--- config.mk ---
export PLATFORM = sky130hd
export DESIGN_NAME = rr_arbiter8_flat
export DESIGN_NICKNAME = d
export VERILOG_FILES = /design/src/rtl/rr_arbiter8_pkg.sv /design/src/rtl/rr_arbiter8_if.sv /design/src/rtl/dec3to8_shift.sv /design/src/rtl/rr_arbiter8.sv /design/src/flat_wrapper.sv
export SDC_FILE = /design/constraint.sdc
export NUM_CORES = 1
export LEC_CHECK = 0
export CORE_UTILIZATION = 50
export DETAILED_ROUTE_END_ITERATION = 8
export GPL_ROUTABILITY_DRIVEN = 0
export HOLD_SLACK_MARGIN = 0.06
export MAX_ROUTING_LAYER = met4
export PLACE_DENSITY = 0.77
export SYNTH_ARGS = -nofsm -noshare
export SYNTH_HDL_FRONTEND = slang
export SYNTH_HIERARCHICAL = 1
export SYNTH_SLANG_ARGS = --single-unit
--- constraint.sdc ---
create_clock -name clk -period 2.7 [get_ports clk]
set_input_delay 0.405 -clock clk [delete_from_list [all_inputs] [get_ports clk]]
set_output_delay 0.405 -clock clk [all_outputs]
set_load 0.005 [all_outputs]
--- src/rtl/rr_arbiter8_pkg.sv ---
// Shared widths, FSM state encoding and the rotating-priority pick used by
// the 8-way round-robin arbiter.
package rr_arbiter8_pkg;

    localparam int N_REQ = 8;
    localparam int IDX_W = 3;

    typedef enum logic [0:0] {
        ST_IDLE  = 1'b0,
        ST_GRANT = 1'b1
    } state_t;

    // First set request bit found scanning ptr, ptr+1, ... with 3-bit wrap.
    function automatic logic [IDX_W-1:0] rr_pick(input logic [N_REQ-1:0] req,
                                                 input logic [IDX_W-1:0] ptr);
        logic [IDX_W-1:0] idx;
        logic [IDX_W-1:0] cand;
        logic             found;
        idx   = ptr;
        found = 1'b0;
        for (int k = 0; k < N_REQ; k++) begin
            cand = ptr + IDX_W'(k);
            if (!found && req[cand]) begin
                idx   = cand;
                found = 1'b1;
            end
        end
        return idx;
    endfunction

endpackage

--- src/rtl/rr_arbiter8_if.sv ---
// Request/grant bundle between requesters (master) and the arbiter (slave).
interface rr_arbiter8_if;
    import rr_arbiter8_pkg::*;

    logic [N_REQ-1:0] req;
    logic             done;
    logic [N_REQ-1:0] gnt;
    logic [IDX_W-1:0] gnt_idx;
    logic             gnt_vld;
    logic             timeout;

    modport slave  (input req, done, output gnt, gnt_idx, gnt_vld, timeout);
    modport master (output req, done, input gnt, gnt_idx, gnt_vld, timeout);

endinterface

--- src/rtl/dec3to8_shift.sv ---
// Shift-style 3-to-8 decoder with enable; output is zero when disabled.
module dec3to8_shift
    import rr_arbiter8_pkg::*;
(
    input  logic [IDX_W-1:0] in,
    input  logic             en,
    output logic [N_REQ-1:0] out
);

    assign out = en ? (N_REQ'(1) << in) : '0;

endmodule

--- src/rtl/rr_arbiter8.sv ---
// Eight-requester round-robin arbiter with hold-time limit and forced-release pulse.
// state    | meaning
// ST_IDLE  | no grant; bubble after a release, or waiting for any request
// ST_GRANT | gnt_idx owns the resource; hold_cnt counts its grant cycles
module rr_arbiter8
    import rr_arbiter8_pkg::*;
#(
    parameter int MAX_HOLD = 15
) (
    input logic         clk,
    input logic         rst,
    rr_arbiter8_if.slave bus
);

    localparam int HW = (MAX_HOLD < 1) ? 1 : $clog2(MAX_HOLD + 1);
    // With the limit disabled the counter just saturates at all-ones.
    localparam logic [HW-1:0] HOLD_LIM = (MAX_HOLD == 0) ? '1 : HW'(MAX_HOLD);

    state_t           state_q, state_d;
    logic [IDX_W-1:0] ptr_q, ptr_d;
    logic [IDX_W-1:0] idx_q, idx_d;
    logic [HW-1:0]    hold_q, hold_d;
    logic             vld_q, vld_d;
    logic             to_q, to_d;
    logic             cur_req;
    logic             lim_hit;
    logic             release_now;

    always_comb begin
        state_d     = state_q;
        ptr_d       = ptr_q;
        idx_d       = idx_q;
        hold_d      = hold_q;
        vld_d       = vld_q;
        to_d        = 1'b0;
        cur_req     = bus.req[idx_q];
        lim_hit     = (MAX_HOLD != 0) && (hold_q == HOLD_LIM);
        release_now = bus.done || !cur_req || lim_hit;
        case (state_q)
            ST_IDLE: begin
                if (|bus.req) begin
                    idx_d   = rr_pick(bus.req, ptr_q);
                    vld_d   = 1'b1;
                    hold_d  = HW'(1);
                    state_d = ST_GRANT;
                end
            end
            ST_GRANT: begin
                if (release_now) begin
                    state_d = ST_IDLE;
                    vld_d   = 1'b0;
                    hold_d  = '0;
                    ptr_d   = idx_q + IDX_W'(1);
                    // Pulse only when the limit is the sole reason for release.
                    to_d    = lim_hit && !bus.done && cur_req;
                end else if (hold_q != HOLD_LIM) begin
                    hold_d = hold_q + HW'(1);
                end
            end
            default: begin
                state_d = ST_IDLE;
                vld_d   = 1'b0;
            end
        endcase
    end

    always_ff @(posedge clk) begin
        if (rst) begin
            state_q <= ST_IDLE;
            ptr_q   <= '0;
            idx_q   <= '0;
            hold_q  <= '0;
            vld_q   <= 1'b0;
            to_q    <= 1'b0;
        end else begin
            state_q <= state_d;
            ptr_q   <= ptr_d;
            idx_q   <= idx_d;
            hold_q  <= hold_d;
            vld_q   <= vld_d;
            to_q    <= to_d;
        end
    end

    assign bus.gnt_idx = idx_q;
    assign bus.gnt_vld = vld_q;
    assign bus.timeout = to_q;

    dec3to8_shift u_dec (
        .in  (idx_q),
        .en  (vld_q),
        .out (bus.gnt)
    );

endmodule

--- src/flat_wrapper.sv ---
// flat-port wrapper written by rule: the top's interface ports become plain ports
module rr_arbiter8_flat import rr_arbiter8_pkg::*;
#(
    parameter int MAX_HOLD = 15
)
  (clk, rst, bus_req, bus_done, bus_gnt, bus_gnt_idx, bus_gnt_vld, bus_timeout);
  rr_arbiter8_if bus_i ();
  input logic clk;
  input logic rst;
  input wire logic [$bits(bus_i.req)-1:0] bus_req;
  input wire logic [$bits(bus_i.done)-1:0] bus_done;
  output wire logic [$bits(bus_i.gnt)-1:0] bus_gnt;
  output wire logic [$bits(bus_i.gnt_idx)-1:0] bus_gnt_idx;
  output wire logic [$bits(bus_i.gnt_vld)-1:0] bus_gnt_vld;
  output wire logic [$bits(bus_i.timeout)-1:0] bus_timeout;
  assign bus_i.req = bus_req;
  assign bus_i.done = bus_done;
  assign bus_gnt = bus_i.gnt;
  assign bus_gnt_idx = bus_i.gnt_idx;
  assign bus_gnt_vld = bus_i.gnt_vld;
  assign bus_timeout = bus_i.timeout;
  rr_arbiter8 #(.MAX_HOLD(MAX_HOLD)) u_core (.clk(clk), .rst(rst), .bus(bus_i));
endmodule
==> results of run 1 <==
worst register-to-register path: cells and delay by family (launching register included):
family,cells,cell delay (ns)
flops,1,0.39
compound gates,4,0.92
mux,2,1.14
buf+inv,1,0.23
path summary, 6_finish.rpt:
path | slack [ns] | to | from
min | 0.50 | u_core/bus.timeout | u_core/hold_q[2]
max reg2reg | -0.08 | u_core/bus.gnt_idx[0] | u_core/ptr_q[0]
max | -0.09 | u_core/bus.gnt_idx[0] | bus_req[4]
min reg2reg | 0.50 | u_core/bus.timeout | u_core/hold_q[2]
kinds of logic (layout without fill, tap and decap cells):
kind of cell,count (synthesis),count (layout)
AND/OR/NAND/NOR,67,67
AO/OA/AOI/OAI,35,35
flip-flops,13,13
buffers and inverters,14,66
adder cells (fa/ha/maj),4,4
XOR/XNOR,4,4
multiplexers,30,30
per-layer routing:
| layer | up-vias | GRT usage | share of wire |
|---|---|---|---|
| met5 | - | - | 0 |
| met4 | 0 | 0.126 | 0.033 |
| met3 | 18 | 0.0498 | 0.051 |
| met2 | 74 | 0.544 | 0.53 |
| met1 | 844 | 0.360 | 0.38 |
| li1 | 781 | - | - |
area by class of cell:
cell class,instances,area share
clock buffers,4,0.0116
inverters,6,0.0110
multi-input cells,140,0.619
flip-flops and latches,13,0.117
well taps,44,0.0242
repair buffers,56,0.217
where the power goes:
group          total [W]  internal (W)  switching [W]  leakage (nW)
Combinational    0.00101      0.000534       0.000480         0.725
Sequential      0.000268      0.000216      0.0000516         0.108
Clock           0.000119     0.0000573      0.0000613        0.0150
Total            0.00140      0.000808       0.000593         0.848
Yosys cell counts, drive strengths merged, types with 3 or more instances:
| cell | instances |
|---|---|
| nor4 | 3 |
| dfxtp | 13 |
| a21oi | 9 |
| inv | 6 |
| nand3 | 6 |
| nand2 | 12 |
| nor2b | 3 |
| nor4b | 3 |
| mux2i | 8 |
| nand2b | 4 |
| nor2 | 18 |
| nand4 | 3 |
| mux2 | 6 |
| mux4 | 16 |
| and4bb | 3 |
| ha | 4 |
| o21ai | 6 |
| buf | 6 |
| and4b | 3 |
flip-flops by register name, indices dropped and copies added (netlist names):
name                flops
u_core/hold_q           4
u_core/bus.gnt_idx      3
u_core/ptr_q            3
u_core/bus.gnt_vld      1
u_core/bus.timeout      1
u_core/state_q          1
per-stage QoR:
| stage | total power, W | util | TNS [ns] |
|---|---|---|---|
| 6_report | 0.00140 | 0.733 | -0.205 |
| 5_1_grt | 0.00147 | 0.733 | -0.518 |
| 4_1_cts | 0.00131 | 0.711 | 0 |
| 3_5_place_dp | 0.00117 | 0.694 | -0.526 |
| 3_3_place_gp | 0.00112 | 0.694 | -0.140 |
| 2_1_floorplan | 0.000839 | - | 0 |
timing repair:
| action | in CTS | in global routing |
|---|---|---|
| buffers inserted | 0 | 3 |
| setup endpoints to repair | 3 | 3 |
| endpoints found under the hold margin | 0 | 0 |
| resized for setup | 5 | 10 |
| pin swaps | 1 | 2 |
==> metrics.md, run 1 <==
| Metric | Value |
|---|---|
| Inst Count DP | approximately 260 |
| Final setup violation count | 3 |
| # nets final | ~240 |
| Tcrit/Tclk final | 1.03 |
| Layout cells sized above 1 | 0.356 |
| Post-Syn Nets | 182 |
| Area Growth Syn to Fin | 36.3% |
| CTS Buffer Depth | 2 |
| DR vias/cell | ~6.5 |
| Synth warn | 6 |
| Clk sinks | 13 |
| Bufs and invs on worst path | 1 |
| Status | complete, but fails checks |
| Sequential area share after synthesis | 0.156 |
| DR vias | around 1700 |
| First-pass GRT wire length | ~8000 microns |
| Htree depth | 1 |
| DP HPWL | 3860 microns |
| Standard-cell rows | 20 |
| Final instance area | 0.00227 sq mm |
| GRT Overall Usage | 0.314 |
| Yosys top cell area share | 0.162 |
| CP cell instances | clkdlybuf4s50_1 > mux4_1 > mux2i_1 > a21boi_1 > o311a_1 > o21ai_0 > a32o_1 |
| Post-Syn Area | between 0.0015 and 0.002 sq mm |
| Post-synth EDFFs | 0 |
| Core region area | roughly 0.0031 sq mm |
| Delay-heaviest family, CP | multiplexers |
| Die area | 0.00357 sq mm |
| Crit-path max cell delay | 0.66 ns |
| CP Launch Type | primary input |
| F_max | roughly 360 MHz |
| Initial antenna violation count | 0 |
| Worst Reg-to-Reg Cells | 7 |
| Post-synthesis mux area share | 0.325 |
| Max Transition Viols Final | 0 |
| First-pass DRT Iterations | 4 |
| Worst hold path type | reg -> reg |
| Synth unique cells | 60 |
| DIE WIDTH | ~60 microns |
| Commonest register cell after synthesis | dfxtp_1 |
| DRC | 0 |
| Top post-synthesis cells by area | mux4_2, dfxtp_1, mux4_1, nor2_1, mux2i_1 |
| Clk_skew | between 0.003 and 0.004 ns |
| Largest family of logic cells by synthesized area | multiplexers |
| Antenna Nets Post-Route | 0 |
| Post-Synth XOR/XNOR Area | 0.0255 |
| Ys async rst share | 0 |
| Power Dens Cells | between 600 and 700 mW/mm^2 |
| I/O pins | 24 |
| Cts hold-fix bufs | 0 |
| Clk root buf | clkbuf_4 |
| Area after DPL | approximately 0.0022 sq mm |
| Fillers | between 200 and 250 |
| Failing checks | negative setup slack |
| Post-Synthesis Cells | approximately 170 |
| Yosys reg bits | 13 |
| Post-Syn Area per Cell | approximately 10 sq um |
| CP Depth | 7 |
| Adder-cell share of the synthesized area | 0.0300 |
| Most frequent cells in the layout | buf_4, clkdlybuf4s50_1, nor2_1 |
| Final Worst Setup Slack | -0.0863 ns |
| Synth Area in Compound Gates | 0.166 |
| Worst slew margin | 0.652 |
| Post-synthesis simple-gate area fraction | 0.245 |
| Routed WL per cell | about 20 microns |
| Worst-Margin Slew | between 0.5 and 0.6 ns |
| First-iteration detailed-routing DRC count | 127 |
| TritonCTS clock tree | done |
| Initial Util | 0.538 |
| Worst skew pair latency | ~0.27 ns |
| Post-Route WL | between 5000 and 6000 microns |
| Largest net degree at the start of global routing | 18 |
| Commonest non-fill, non-tap cell in the layout | buf_4 |
| Port bufs | 23 |
| Max-cap check violation count | 0 |
| Final hold vios | 0 |
| Non-Filler Instances | between 200 and 300 |
| Critical-path top delay cell | mux4_1 |
| Reg area | between 200 and 300 sq um |
| # diodes | 0 |
| Worst slack at placement | -0.236 ns |
| Total grt overflow | 0 |
| Req. time, crit path | 2.87 ns |
| Maximum VDD drop | between 300 and 400 uV |
| Worst Setup End Kind | flip-flop |
| Reg clk slew, reported paths | around 0.080 ns |
| Cell taking the most area after synthesis | mux4_2 |
| Worst hold margin | between 0.5 and 0.6 ns |
| Die Ht | roughly 60 microns |
| Total CTS buffers | 3 |
| Leak pwr | around 0.85 nW |
| Critical path class | in -> reg |
| Final Critical Period | 2.79 ns |
| CP max FO | 7 |
| Hold path depth | 2 |
| Footprint of the multi-input gates | 0.00141 sq mm |
| Vias in the first global route | ~1700 |
| CP arrival | ~3.0 ns |
Power figures use the tool's default switching activity.
==> run 2, diff against run 1 <==
--- a/config.mk
+++ b/config.mk
@@ -11,7 +11,10 @@
 export HOLD_SLACK_MARGIN = 0.06
 export MAX_ROUTING_LAYER = met4
 export PLACE_DENSITY = 0.77
+export REMOVE_ABC_BUFFERS = 1
+export SLEW_MARGIN = 5
 export SYNTH_ARGS = -nofsm -noshare
 export SYNTH_HDL_FRONTEND = slang
 export SYNTH_HIERARCHICAL = 1
 export SYNTH_SLANG_ARGS = --single-unit
+export TNS_END_PERCENT = 10
==> run 2 against run 1 <==
The run now ends clean. Hold slack improved by 0.0088 ns. Sequential power is essentially flat. Clock-buffer cell count is the same. Global-route usage decreased by 1.1 points.
==> metrics.md, run 2 (synthesis results as in run 1) <==
| Metric | Value |
|---|---|
| Htree depth | 1 (unchanged) |
| Non-Filler Instances | 258 (was 263) |
| DRC | 0 (unchanged) |
| CTS Buffer Depth | 2 (unchanged) |
| TritonCTS clock tree | done (unchanged) |
| Routed WL per cell | 19.0 microns (was 20.0 microns) |
| Core region area | 0.00310 sq mm (unchanged) |
| # nets final | 230 (was 235) |
| I/O pins | 24 (unchanged) |
| Largest register FFs | 4 (unchanged) |
| RSZ-0062 raised after global routing | false |
| DR vias/cell | 6.37 (was 6.53) |
| First-pass GRT wire length | 7890 microns (was 7960 microns) |
| Final Critical Period | 2.64 ns (was 2.79 ns) |
| Area Growth Syn to Fin | 31.8% (was 36.3%) |
| Clk_skew | 0.000992 ns (was 0.00353 ns) |
| First-iteration detailed-routing DRC count | 138 (was 127) |
| Die area | 0.00357 sq mm (unchanged) |
| Max Transition Viols Final | 0 (unchanged) |
| Initial Util | 0.538 (unchanged) |
| CP Launch Type | flip-flop (was primary input) |
| Status | complete, no violations (was complete, but fails checks) |
| Vias in the first global route | 1663 (was 1676) |
| Worst skew pair latency | 0.27 ns (about the same) |
| Worst hold path type | reg -> reg (unchanged) |
| Clk sinks | 13 (unchanged) |
| CP arrival | 2.81 ns (was 2.96 ns) |
| Commonest non-fill, non-tap cell in the layout | buf_4 (unchanged) |
| Total grt overflow | 0 (unchanged) |
| Cts hold-fix bufs | 0 (unchanged) |
| Top reg by flops | u_core/hold_q (unchanged) |
| Largest net degree at the start of global routing | 18 (unchanged) |
| DP HPWL | 3700 microns (was 3860 microns) |
| Worst Setup End Kind | flip-flop (unchanged) |
| CP max FO | 3 (was 7) |
| Tcrit/Tclk final | 0.978 (was 1.03) |
| Number of post-CTS setup repair buffers | 0 (unchanged) |
| Clk root buf | clkbuf_4 (unchanged) |
| Leak pwr | 0.814 nW (was 0.848 nW) |
| Power Dens Cells | 593 mW/mm^2 (was 616 mW/mm^2) |
| Initial antenna violation count | 0 (unchanged) |
| Critical path class | reg -> reg (was in -> reg) |
| Worst slew margin | 0.556 (was 0.652) |
| Most frequent cells in the layout | buf_4, clkdlybuf4s50_1, nor2_1 (unchanged) |
| Max-cap check violation count | 0 (unchanged) |
| Reg clk slew, reported paths | 0.08 ns (about the same) |
| # diodes | 0 (unchanged) |
| F_max | 379 MHz (was 359 MHz) |
| Maximum VDD drop | 450 uV (was 358 uV) |
| Die Ht | 59.8 microns (unchanged) |
| First-pass DRT Iterations | 4 (unchanged) |
| Inst Count DP | 254 (was 256) |
| GRT Overall Usage | 0.303 (was 0.314) |
| Worst hold margin | 0.513 ns (was 0.504 ns) |
| Worst-Margin Slew | 0.667 ns (was 0.507 ns) |
| DR vias | 1643 (was 1717) |
| Final hold vios | 0 (unchanged) |
| Standard-cell rows | 20 (unchanged) |
| DIE WIDTH | 59.8 microns (unchanged) |
| Post-Route WL | 4890 microns (was 5260 microns) |
| Port bufs | 23 (unchanged) |
| Total CTS buffers | 3 (unchanged) |
| Final setup violation count | 0 (was 3) |
| Antenna Nets Post-Route | 0 (unchanged) |
| Req. time, crit path | 2.87 ns (about the same) |
| Layout cells sized above 1 | 0.332 (was 0.356) |
-- run 2: cell type report --
class | count | area [sq um]
multi-input combinational | 140 | 1380
fill | 250 | 903
timing repair buffer | 51 | 455
sequential | 13 | 263
tap | 44 | 55.1
clock buffer | 4 | 26.3
inverter | 6 | 22.5
-- run 2: worst paths after layout --
path | startpoint | end | slack (ns) | depth (start not counted)
setup / recovery | u_core/ptr_q[0] | u_core/bus.gnt_idx[0] | 0.06 | 9
hold / removal | u_core/hold_q[3] | u_core/bus.timeout | 0.51 | 2
setup reg to reg | u_core/ptr_q[0] | u_core/bus.gnt_idx[0] | 0.06 | 9
hold reg to reg | u_core/hold_q[3] | u_core/bus.timeout | 0.51 | 2
-- run 2: through the flow --
stage                     utilization  worst slack (ns)  power [W]  instance area, sq um  TNS [ns]
after floorplan                     -            -0.595   0.000786                  1600     -1.36
after global placement          0.677            -0.103    0.00107                  2100    -0.222
after detailed placement        0.677            -0.161    0.00111                  2100    -0.448
after CTS                       0.698            0.0247    0.00126                  2170         0
after global routing            0.709           0.00667    0.00137                  2200         0
final                           0.709            0.0591    0.00130                  2200         0
-- run 2: metal layers --
layer  up-vias  share of wire  global-route usage
met1       789           0.40               0.364
met2        64           0.52               0.510
met3        17          0.045              0.0325
met5         -              0                   -
li1        773              -                   -
met4         0          0.032               0.136
-- run 2: critical path, cell delays in order, from the launching register on --
cell,delay (ns)
dfxtp_2,0.35
inv_2,0.13
ha_4,0.18
xor2_4,0.23
mux4_2,0.56
nand2_1,0.12
a21boi_1,0.10
o311a_1,0.34
o311a_1,0.32
a32o_1,0.21
-- run 2: power by group --
group          switching [W]  leakage, nW  internal [W]
Combinational       0.000436        0.692      0.000482
Clock              0.0000637       0.0150     0.0000572
Sequential         0.0000494        0.107      0.000216
Total               0.000550        0.814      0.000755
-- run 2: what timing repair did --
action                                  CTS  global route
endpoints found under the setup margin    3             3
resized for setup                         6            11
pin swaps                                 0             2
